`src/rtl/calculation_pkg.sv`:
```
// Shared types for the calculation unit: operation select, sequencer states
// and divider mode encodings.
package calculation;

  typedef enum logic [2:0] {
    ADD  = 3'd0,
    SUB  = 3'd1,
    MUL  = 3'd2,
    DIV  = 3'd3,
    SQRT = 3'd4
  } calculation_select;

  typedef enum logic [1:0] {
    IDLE   = 2'd0,
    START  = 2'd1,
    WAIT   = 2'd2,
    RESULT = 2'd3
  } seq_state;

  localparam logic DIVIDER_MODE_DIV  = 1'b0;
  localparam logic DIVIDER_MODE_SQRT = 1'b1;

  // Operations that go through the multi-cycle divide/sqrt path.
  function automatic logic is_divider_op(input calculation_select op);
    return (op == DIV) || (op == SQRT);
  endfunction

endpackage

```
`src/rtl/calc_watchdog.sv`:
```
// WAIT-state timeout counter: clears while inactive, counts active cycles and
// flags the cycle in which the TIMEOUT-th active cycle is reached.
module calc_watchdog #(
  parameter int unsigned TIMEOUT = 64
) (
  input  logic i_clk,
  input  logic i_reset,
  input  logic i_active,
  output logic o_expired
);

  localparam int unsigned CNT_W = (TIMEOUT > 1) ? $clog2(TIMEOUT) : 1;

  logic [CNT_W-1:0] r_count;

  always_ff @(posedge i_clk) begin
    if (i_reset || !i_active) begin
      r_count <= '0;
    end else begin
      r_count <= r_count + 1'b1;
    end
  end

  // r_count holds the number of earlier active cycles, so this cycle is number r_count+1.
  assign o_expired = i_active && (r_count == CNT_W'(TIMEOUT - 1));

endmodule

```
`src/rtl/calculation_sequencer.sv`:
```
// Issue/complete sequencer for calculation_unit. Build with CALC_SEQ_TIMEOUT_EN
// to add the WAIT-state watchdog that aborts a stuck divide with out_error.
module calculation_sequencer
  import calculation::*;
#(
  parameter int unsigned TAG_W   = 4,
  parameter int unsigned TIMEOUT = 64
) (
  input  logic              i_clk,
  input  logic              i_reset,
  input  logic              i_in_valid,
  output logic              o_in_ready,
  input  calculation_select i_in_op,
  input  logic [TAG_W-1:0]  i_in_tag,
  output logic              o_operand_load,
  output calculation_select o_calculation_select,
  output logic              o_divider_mode,
  output logic              o_divider_start,
  input  logic              i_busy,
  input  logic              i_done,
  output logic              o_out_valid,
  input  logic              i_out_ready,
  output logic [TAG_W-1:0]  o_out_tag,
  output logic              o_out_error
);

  seq_state          r_state, w_next_state, w_accept_state;
  calculation_select r_op;
  logic [TAG_W-1:0]  r_tag;
  logic              w_in_ready, w_accept, w_expired;

  assign w_in_ready = (r_state == IDLE) || ((r_state == RESULT) && i_out_ready);
  assign w_accept   = i_in_valid && w_in_ready;

`ifdef CALC_SEQ_TIMEOUT_EN
  logic r_error;

  calc_watchdog #(
    .TIMEOUT(TIMEOUT)
  ) u_watchdog (
    .i_clk    (i_clk),
    .i_reset  (i_reset),
    .i_active (r_state == WAIT),
    .o_expired(w_expired)
  );

  // A done in the expiring cycle wins, so no error is flagged then.
  always_ff @(posedge i_clk) begin
    if (i_reset) begin
      r_error <= 1'b0;
    end else if ((r_state == WAIT) && w_expired && !i_done) begin
      r_error <= 1'b1;
    end else if ((r_state == RESULT) && i_out_ready) begin
      r_error <= 1'b0;
    end
  end
`else
  logic w_unused_timeout;
  assign w_unused_timeout = ^TIMEOUT;
  assign w_expired        = 1'b0;
`endif

  always_ff @(posedge i_clk) begin
    if (i_reset) begin
      r_state <= IDLE;
      r_op    <= ADD;
      r_tag   <= '0;
    end else begin
      r_state <= w_next_state;
      if (w_accept) begin
        r_op  <= i_in_op;
        r_tag <= i_in_tag;
      end
    end
  end

  always_comb begin
    w_accept_state = is_divider_op(i_in_op) ? START : RESULT;
    w_next_state   = r_state;
    case (r_state)
      IDLE:    if (i_in_valid) w_next_state = w_accept_state;
      START:   if (!i_busy) w_next_state = WAIT;
      WAIT:    if (i_done || w_expired) w_next_state = RESULT;
      RESULT:  if (i_out_ready) w_next_state = i_in_valid ? w_accept_state : IDLE;
      default: w_next_state = IDLE;
    endcase
  end

  always_comb begin
    o_in_ready           = w_in_ready;
    o_operand_load       = w_accept;
    o_calculation_select = r_op;
    o_divider_mode       = (r_op == SQRT) ? DIVIDER_MODE_SQRT : DIVIDER_MODE_DIV;
    o_divider_start      = (r_state == START) && !i_busy;
    o_out_valid          = (r_state == RESULT);
    o_out_tag            = r_tag;
`ifdef CALC_SEQ_TIMEOUT_EN
    o_out_error          = r_error;
`else
    o_out_error          = 1'b0;
`endif
  end

endmodule

```
`config.mk`:
```
export PLATFORM = sky130hd
export DESIGN_NAME = calculation_sequencer
export DESIGN_NICKNAME = d
export VERILOG_FILES = /design/src/rtl/calculation_pkg.sv /design/src/rtl/calc_watchdog.sv /design/src/rtl/calculation_sequencer.sv
export SDC_FILE = /design/constraint.sdc
export NUM_CORES = 1
export LEC_CHECK = 0
export ABC_AREA = 1
export CAP_MARGIN = 20
export CORE_MARGIN = 8
export CORE_UTILIZATION = 36
export CTS_CLUSTER_SIZE = 10
export DETAILED_ROUTE_END_ITERATION = 6
export PLACE_DENSITY = 0.81
export SYNTH_ARGS = -nofsm -noshare
export SYNTH_HDL_FRONTEND = slang
export SYNTH_HIERARCHICAL = 1
export SYNTH_SLANG_ARGS = --single-unit
```
`constraint.sdc`:
```
create_clock -name i_clk -period 1.3 [get_ports i_clk]
set_clock_uncertainty 0.05 [all_clocks]
set_input_delay 0.26 -clock i_clk [delete_from_list [all_inputs] [get_ports i_clk]]
set_output_delay 0.26 -clock i_clk [all_outputs]
set_load 0.01 [all_outputs]
```
==> impl_results.md, run 1 <==
* Status: finished with violations
* Failing checks: setup timing
* Antenna violations before repair at 0
* Total GRT Usage at around a tenth
* Yosys warning count at 6
* Initial Util at between 30% and 40%
* Drt total wl at 1559 um
* Maximum capacitance violations at 0
* Max Fanout on Critical Path at 3
* Vias per std cell at 4.637
* Clock root cell: clkbuf_4
* Final TNS setup at -495.9 ps
* First-pass GRT wire length at 2766 um
* # clock sinks at 9
* Syn nets at 94
* CTS Buffer Depth at 2
* Clock transition at the registers of the reported paths at 70 ps
* Maximum resistive drop on vdd at 0.8966 mV
* Avg Cell Area, Syn at approximately 7.2 um^2
* DR vias at 626
* Core ar. at 1524 um^2
* Clock group share of total power at 16.4%
* Routed Antenna Nets at 0
* DRC at 0
* GRT Residual Overflow at 0
* Iteration count of the initial detailed-routing pass at 4
* Period utilisation layout at 111.5%
* Final setup violation count at 5
* RSZ-0062 raised after global routing: yes
* Gpl congestion at 0.7257
* Number of diodes at 0
* Critical Path RT at 990 ps
* LEAKAGE at 0.0004765 uW
* Width of the chip at 56.38 um
* Post-Synthesis Cells at 81
* Die area at 3178 um^2
* PD cells at between 1000 and 1500 nW/um^2
* Core Rows at 14
* Post-Place Cells at 127
* Part of the Yosys area used for sequential elements at 30.70%
* Final cell count without fillers at 135
* Design internal power at 854.3 uW
* Die height at between 50 and 60 um
* Proportion of layout cells with a drive suffix above 1 at between 40% and 50%
* Setup WS post-layout at -150.1 ps
* Largest net degree at the start of global routing at 11
* Post-Syn Area at 586.8 um^2
* Hold-fix buffers at CTS at 0
* NetSw at between 500 and 600 uW
* CP arrival at 1140 ps
* Sw Share at 37.62%
* Final net count at 133
* H-tree levels at 1
* Initial DRC Count at 3
* HPWL Detailed at 1154 um
* Synth-to-Final Area Change at 59.49%
* CTS Buf Count at 3
* Slew Limit Fails at 0
* Flop pwr share at between 20% and 30%
* CP Capture Type: output port
* Clk Latency, worst-skew pair at approximately 270 ps
* Worst Hold Class: reg2reg
* I/O pins at 26
* Final min period at 1450 ps
* Final hold vios at 0
* Crit path kind: reg2out
* Maximum clock frequency at 0.6896 GHz
* WL per Instance at 11.55 um
* Combinational fraction of design power at 54.5%
* TritonCTS clock tree: built
* Startpoint Class: register
* Vias in the first global route at 674
* Post-synthesis cell type count at 22
* Number of synthesized register bits at 9
* Number of buffers added on ports at 24
[timing repair]
item,4_1_cts,5_1_grt
resized for setup,43,8
pin swaps,3,4
setup endpoints to repair,19,10
buffers inserted,4,0
[cells in the mapped netlist (all sizes together)]
master,n,share of area [%]
conb,1,0.64
and2,1,1.5
nand2,17,12
nor3,1,0.85
clkinv,1,0.64
a21oi,2,1.7
o21ai,2,3.6
dfxtp,9,31
nand3b,4,5.1
buf,5,9.4
nor3b,1,1.3
nor2,17,17
inv,10,6.4
nand3,9,7.7
xnor2,1,1.5
[critical path, stage by stage, from the launching register on]
cell and delay (ps):
dfxtp_4 380, nand2_4 60, o21ai_4 160, and2_4 170, buf_6 90
[per-layer routing]
| metal | vias to the layer above | track usage, % | wire length [um] |
|---|---|---|---|
| met4 | 0 | 7.904 | 48 |
| met5 | - | 0 | 0 |
| met3 | 6 | 4.270 | 99 |
| li1 | 322 | - | - |
| met2 | 25 | 17.91 | 796 |
| met1 | 273 | 9.962 | 614 |
[layout make-up]
cell class | count | area [um^2]
multi-input combinational | 56 | 327.8
tap | 16 | 20.02
timing repair buffer | 39 | 330.3
clock buffer | 4 | 26.28
sequential | 9 | 187.7
inverter | 11 | 43.79
fill | 148 | 588.1
[placed cells by master (no fill, tap or decap), types with 2 or more instances in the layout]
cell and n:
nand2_1 15, nor2_2 14, buf_4 13, clkdlybuf4s50_1 10, nand3_1 8, dfxtp_1 7
inv_1 6, dlygate4sd2_1 6, nand3b_1 4, buf_6 4, inv_2 3, nor2_1 3
clkbuf_4 3, buf_2 3, a21oi_1 2, clkbuf_2 2, dfxtp_4 2
[kinds of logic (layout without fill, tap and decap cells)]
family                 count (synthesis)  after routing  synth area share [%]
AND/OR/NAND/NOR                       50             50                 45.41
buffers and inverters                 16             54                 16.42
flip-flops                             9              9                 30.70
AO/OA/AOI/OAI                          4              4                 5.330
other                                  1              1                0.6390
XOR/XNOR                               1              1                 1.493
[state kept, by name, indices dropped and copies added (netlist names)]
register              flops
o_out_tag                 4
o_calculation_select      3
r_state                   2
[worst paths after layout]
kind / startpoint / endpoint / slack (ps) / depth (start not counted)
setup / recovery: r_state[0]$_SDFFE_PP0P_ / o_operand_load / -150 / 4
hold reg to reg: o_out_tag[0]$_SDFFE_PP0P_ / o_out_tag[0]$_SDFFE_PP0P_ / 420 / 2
setup reg to reg: r_state[1]$_SDFFE_PP0P_ / r_state[0]$_SDFFE_PP0P_ / -10 / 9
hold / removal: o_out_tag[0]$_SDFFE_PP0P_ / o_out_tag[0]$_SDFFE_PP0P_ / 420 / 2
[power by group through the flow]
stage / Clock, uW / Sequential, uW / Combinational [uW]
after floorplan: 0 / 394 / 410
after global placement: 0 / 391 / 679
after detailed placement: 0 / 393 / 692
after CTS: 231 / 395 / 735
after global routing: 251 / 409 / 815
final: 225 / 398 / 746
[per-stage QoR]
stage	worst slack [ps]	area, um^2	total power, uW	utilization, %	hold slack [ps]
2_1_floorplan	-36.00	586.8	803.8	-	456.3
3_3_place_gp	-644.7	874.6	1070	57.39	405.5
3_5_place_dp	-675.9	874.6	1086	57.39	412.1
4_1_cts	-184.8	934.6	1361	61.33	423.9
5_1_grt	-197.1	935.9	1476	61.41	448.1
6_report	-150.1	935.9	1369	61.41	420.3
(Power assumes the default switching activity.)
==> run 2, diff against run 1 <==
==> constraint.sdc (replaced) <==
create_clock -name i_clk -period 1.3 [get_ports i_clk]
set_clock_uncertainty 0.05 [all_clocks]
set_input_delay 0.195 -clock i_clk [delete_from_list [all_inputs] [get_ports i_clk]]
set_output_delay 0.195 -clock i_clk [all_outputs]
set_load 0.01 [all_outputs]
==> impl_results.md, run 2 (same netlist as run 1, synthesis figures left out) <==
* Core ar. at 1524 um^2 (unchanged)
* DR vias at 595 (-5.0%)
* Antenna violations before repair at 0 (unchanged)
* Routed Antenna Nets at 0 (unchanged)
* Commonest cells after routing, fill and taps aside: nand2_1, nor2_2, clkdlybuf4s50_1, buf_4, nand3_1
* Startpoint Class: register
* Number of diodes at 0 (unchanged)
* Status: finished with violations
* Final cell count without fillers at 132 (-2.2%)
* Most common cell after layout, fill and taps aside: nand2_1
* PD cells at 1429 nW/um^2 (-2.4%)
* Synth-to-Final Area Change at 56.50%
* Critical path's largest stage delay at 390 ps (about the same)
* Proportion of layout cells with a drive suffix above 1 at 37.93% (-5.8 points)
* # clock sinks at 9 (unchanged)
* Setup WS pre-CTS at -519.7 ps (+156.2 ps)
* Gpl congestion at 0.6767 (-6.8%)
* Clock root cell: clkbuf_4
* WL per Instance at 11.09 um (-4.0%)
* I/O pins at 26 (unchanged)
* GRT Residual Overflow at 0 (unchanged)
* H-tree levels at 1 (unchanged)
* First-pass GRT wire length at 2608 um (-5.7%)
* Worst reg2reg path depth at 7 (-2)
* CP Capture Type: output port
* Vias per std cell at 4.508 (-2.8%)
* Final net count at 130 (-2.3%)
* Max FFs per register at 4 (unchanged)
* Hold Path Stages at 2 (unchanged)
* Final setup violation count at 2 (-3)
* Clock transition at the registers of the reported paths at 60 ps (about the same)
* CP arrival at 1100 ps (-40 ps)
* Hold-fix buffers at CTS at 0 (unchanged)
* Initial Util at 38.51% (unchanged)
* Number of buffers added on ports at 24 (unchanged)
* Die height at 56.38 um (unchanged)
* Worst Hold Class: reg2reg
* Fill count at 149 (+0.68%)
* Layout Utilization at 60.26% (-1.1 points)
* CP max-delay cell: dfxtp_4
* Maximum capacitance violations at 0 (unchanged)
* Largest net degree at the start of global routing at 11 (unchanged)
* Crit path cell chain: nand2_4, o21ai_4, and2_4, buf_6
* Reg-to-reg critical path endpoint: o_calculation_select[1]$_SDFFE_PP0P_
* Setup WS post-layout at -47.76 ps (+102.4 ps)
* LEAKAGE at 0.0004753 uW (-0.25%)
* DRC at 0 (unchanged)
* Multi-input logic area at 322.8 um^2 (-1.5%)
* Register area at 187.7 um^2 (unchanged)
* WHS Endpoint: o_out_tag[0]$_SDFFE_PP0P_
* Failing checks: setup timing
* Iteration count of the initial detailed-routing pass at 2 (-2)
* Period utilisation layout at 103.7% (-7.9 points)
* Final hold vios at 0 (unchanged)
* RSZ-0062 raised after global routing: yes
* Reg2reg setup slack at 110 ps (+120 ps)
* Worst R2R Start: r_state[0]$_SDFFE_PP0P_
* Max Fanout on Critical Path at 4 (+1)
* Final min period at 1348 ps (-102.4 ps)
* Vias in the first global route at 633 (-6.1%)
* Maximum resistive drop on vdd at 1.011 mV (+13%)
* Hold Path Origin: o_out_tag[0]$_SDFFE_PP0P_
* Core Rows at 14 (unchanged)
* CTS Buf Count at 3 (unchanged)
* Crit path kind: reg2out
* Initial DRC Count at 8 (+5)
* Width of the chip at 56.38 um (unchanged)
* TritonCTS clock tree: built
* CTS Buffer Depth at 2 (unchanged)
* Post-Place Cells at 127 (unchanged)
* HPWL Detailed at 1183 um (+2.5%)
* Drt total wl at 1464 um (-6.1%)
* Slew Limit Fails at 0 (unchanged)
* Critical Path RT at 1050 ps (+60 ps)
* Maximum clock frequency at 0.7420 GHz (+7.6%)
* Clk Latency, worst-skew pair at 260 ps (about the same)
* Total GRT Usage at 10.05% (-0.51 points)
* Die area at 3178 um^2 (unchanged)
-- run 2: what timing repair did --
action	in CTS	in global routing
resized for setup	35	8
pin swaps	2	3
buffers inserted	1	1
setup endpoints to repair	19	4
-- run 2: worst max-delay path, delay by kind of cell (launching register included) --
family	cells	cell delay, ps
simple gates	2	230
flops	1	390
buf+inv	1	90
compound gates	1	130
-- run 2: power by group --
part           total (uW)  switching, uW  internal (uW)
registers             401           57.8            344
clock network         210           92.1            118
logic                 701            340            360
total                1310            490            822
-- run 2: per-stage QoR --
stage                     hold slack, ps  instance area [um^2]  power [uW]  setup TNS [ps]
after global placement             406.2                 874.6        1058           -2434
after detailed placement           419.8                 874.6        1082           -2619
after CTS                          430.1                 907.1        1308          -250.3
after floorplan                    390.7                 586.8       803.8               0
after global routing               460.3                 918.4        1418          -220.2
final                              422.7                 918.4        1312          -70.34
-- run 2: per-layer routing --
layer	share of wire, %	GRT usage [%]
met5	0	0
met4	0	0
met1	34	8.280
met3	8.1	6.292
met2	58	20.44
-- run 2: worst max path at each step --
| stage | from | to | slack, ps | cells past startpoint |
|---|---|---|---|---|
| after detailed placement | i_out_ready | o_operand_load | -520 | 5 |
| after global routing | r_state[1]$_SDFFE_PP0P_ | o_operand_load | -100 | 4 |
| after floorplan | r_state[0]$_SDFFE_PP0P_ | o_operand_load | 30 | 5 |
| final | r_state[1]$_SDFFE_PP0P_ | o_operand_load | -50 | 4 |
| after global placement | i_out_ready | o_operand_load | -510 | 5 |
| after CTS | r_state[1]$_SDFFE_PP0P_ | o_in_ready | -140 | 6 |
-- run 2: final cells by class --
type / instances / share of cell area, %
Clock buffer: 4 / 2.861
Multi-Input combinational cell: 56 / 35.15
Timing Repair Buffer: 36 / 34.33
Inverter: 11 / 5.041
Tap cell: 16 / 2.180
Sequential cell: 9 / 20.44
==> run 3, diff against run 2 <==
--- a/config.mk
+++ b/config.mk
@@ -7,11 +7,12 @@
 export LEC_CHECK = 0
 export ABC_AREA = 1
 export CAP_MARGIN = 20
-export CORE_MARGIN = 8
-export CORE_UTILIZATION = 36
+export CORE_AREA = 8 8 45 47
 export CTS_CLUSTER_SIZE = 10
 export DETAILED_ROUTE_END_ITERATION = 6
-export PLACE_DENSITY = 0.81
+export DIE_AREA = 0 0 53 55
+export DONT_BUFFER_PORTS = 1
+export PLACE_DENSITY = 0.67
 export SYNTH_ARGS = -nofsm -noshare
 export SYNTH_HDL_FRONTEND = slang
 export SYNTH_HIERARCHICAL = 1
==> constraint.sdc (replaced) <==
create_clock -name i_clk -period 1.6 [get_ports i_clk]
set_clock_uncertainty 0.05 [all_clocks]
set_input_delay 0.24 -clock i_clk [delete_from_list [all_inputs] [get_ports i_clk]]
set_output_delay 0.24 -clock i_clk [all_outputs]
set_load 0.01 [all_outputs]
==> impl_results.md, run 3 (same netlist as run 1, synthesis figures left out) <==
* Status: finished clean
* # clock sinks at 9 (unchanged)
* CP max-delay cell: dfxtp_2
* Clock root cell: clkbuf_4
* Routed Antenna Nets at 0 (unchanged)
* CTS Buffer Depth at 2 (unchanged)
* Crit path cell chain: nand2_4, o21ai_4, and2_4
* Clk Latency, worst-skew pair at 250 ps (about the same)
* WL per Instance at 12.31 um (+11%)
* Final instance area at 588.1 um^2 (-36%)
* Crit path kind: reg2out
* Max FFs per register at 4 (unchanged)
* CTS Buf Count at 3 (unchanged)
* Final hold vios at 0 (unchanged)
* HPWL Detailed at 972 um (-18%)
* TritonCTS clock tree: built
* Width of the chip at 53 um (-6.0%)
* H-tree levels at 1 (unchanged)
* Slew Limit Fails at 0 (unchanged)
* Period utilisation layout at 89.20%
* Total power draw at 817.4 uW (-38%)
* Synth-to-Final Area Change at 0.2132%
* Setup Fix Bufs, Post-CTS at 0 (-1)
* Final min period at 1427 ps
* Max Fanout on Critical Path at 8 (+4)
* LEAKAGE at 0.0002817 uW (-41%)
* First-pass GRT wire length at 1938 um (-26%)
* Number of diodes at 0 (unchanged)
* DRC at 0 (unchanged)
* Vias in the first global route at 422 (-33%)
* Total GRT Usage at 8.981% (-1.1 points)
* Core Rows at 14 (unchanged)
* Iteration count of the initial detailed-routing pass at 4 (+2)
* Antenna violations before repair at 0 (unchanged)
* Hold Path Stages at 3 (+1)
* Number of buffers added on ports at 0 (-100%)
* Critical path's largest stage delay at 430 ps (+40 ps)
* Commonest cells after routing, fill and taps aside: nand2_1, nor2_2, inv_1, nand3_1, dfxtp_1
* Final net count at 95 (-27%)
* Clock transition at the registers of the reported paths at 60 ps (about the same)
* Setup WS post-layout at 172.8 ps (+220.5 ps)
* Placed instance area at 559.3 um^2 (-36%)
* Final setup violation count at 0 (-2)
* Initial Util at 42.41% (+3.9 points)
* Maximum resistive drop on vdd at 0.4583 mV (-55%)
* Drt total wl at 1194 um (-18%)
* Initial DRC Count at 4 (-4)
* Worst Hold Class: in2reg
* Hold slack at 143.4 ps (-279.3 ps)
* Core ar. at 1384 um^2 (-9.2%)
* GRT Residual Overflow at 0 (unchanged)
* Proportion of layout cells with a drive suffix above 1 at 29.63% (-8.3 points)
* Most common cell after layout, fill and taps aside: nand2_1
* DR vias at 455 (-24%)
* Vias per std cell at 4.691 (+4.1%)
* RSZ-0062 raised after global routing: no
* Gpl congestion at 0.6885 (+1.7%)
* Maximum clock frequency at 0.7007 GHz
* Worst reg2reg path depth at 7 (unchanged)
* Final TNS setup at 0 ps (+70.34 ps)
* Startpoint Class: register
* CP arrival at 1140 ps (+40 ps)
* Die height at 55 um (-2.4%)
* Maximum capacitance violations at 0 (unchanged)
* Setup WS pre-CTS at 280.4 ps (+800.0 ps)
* Critical Path RT at 1310 ps (+260 ps)
* Largest net degree at the start of global routing at 12 (+1)
* PD cells at 1390 nW/um^2 (-2.7%)
* Die area at 2915 um^2 (-8.3%)
* I/O pins at 26 (unchanged)
* CP Capture Type: output port
-- run 3: changes by cell type in the layout (fill, tap and decap cells not counted), moves of 3 or more --
cell	previous run	this run
dlygate4sd2_1	7	0
buf_6	3	0
buf_4	11	1
clkdlybuf4s50_1	11	0
-- run 3: timing repair --
item	CTS	global route
endpoints found under the setup margin	0	2
hold buffers	0	0
resized for setup	0	2
-- run 3: critical path, delay by kind of cell, from the launching register on --
family             cells  cell delay [ps]
DFF                    1              430
and+or+nand+nor        2              330
AOI/OAI and AO/OA      1              120
-- run 3: where the power goes --
| group | switching (uW) | internal (uW) | total [uW] |
|---|---|---|---|
| registers | 82.0 | 275 | 357 |
| clock network | 71.8 | 95.6 | 167 |
| logic | 173 | 120 | 293 |
| total | 327 | 491 | 817 |
-- run 3: path summary, 6_finish.rpt --
path,startpoint,endpoint,slack [ps]
worst min-delay path,i_in_valid,o_calculation_select[1]$_SDFFE_PP0P_,140
worst min register to register,o_out_tag[2]$_SDFFE_PP0P_,o_out_tag[2]$_SDFFE_PP0P_,500
worst max-delay path,r_state[0]$_SDFFE_PP0P_,o_operand_load,170
worst max register to register,r_state[0]$_SDFFE_PP0P_,o_out_tag[1]$_SDFFE_PP0P_,390
-- run 3: final cells by class --
cell class / count / area [um^2]
inverter: 11 / 41.29
clock buffer: 4 / 26.28
sequential: 9 / 182.7
multi-input combinational: 56 / 310.3
fill: 148 / 795.8
timing repair buffer: 1 / 7.507
tap: 16 / 20.02
-- run 3: through the flow --
stage	utilization, %	instances
floorplan	-	81
global placement	40.42	93
detailed placement	40.42	93
CTS	42.31	97
global route	42.50	97
finish	42.50	97
-- run 3: routing by layer --
| layer | GRT usage (%) | part of all wire (%) | up-vias |
|---|---|---|---|
| li1 | - | - | 245 |
| met2 | 15.04 | 54 | 12 |
| met5 | 0 | 0 | - |
| met4 | 1.293 | 0 | 0 |
| met3 | 6.150 | 9.5 | 0 |
| met1 | 9.327 | 37 | 198 |
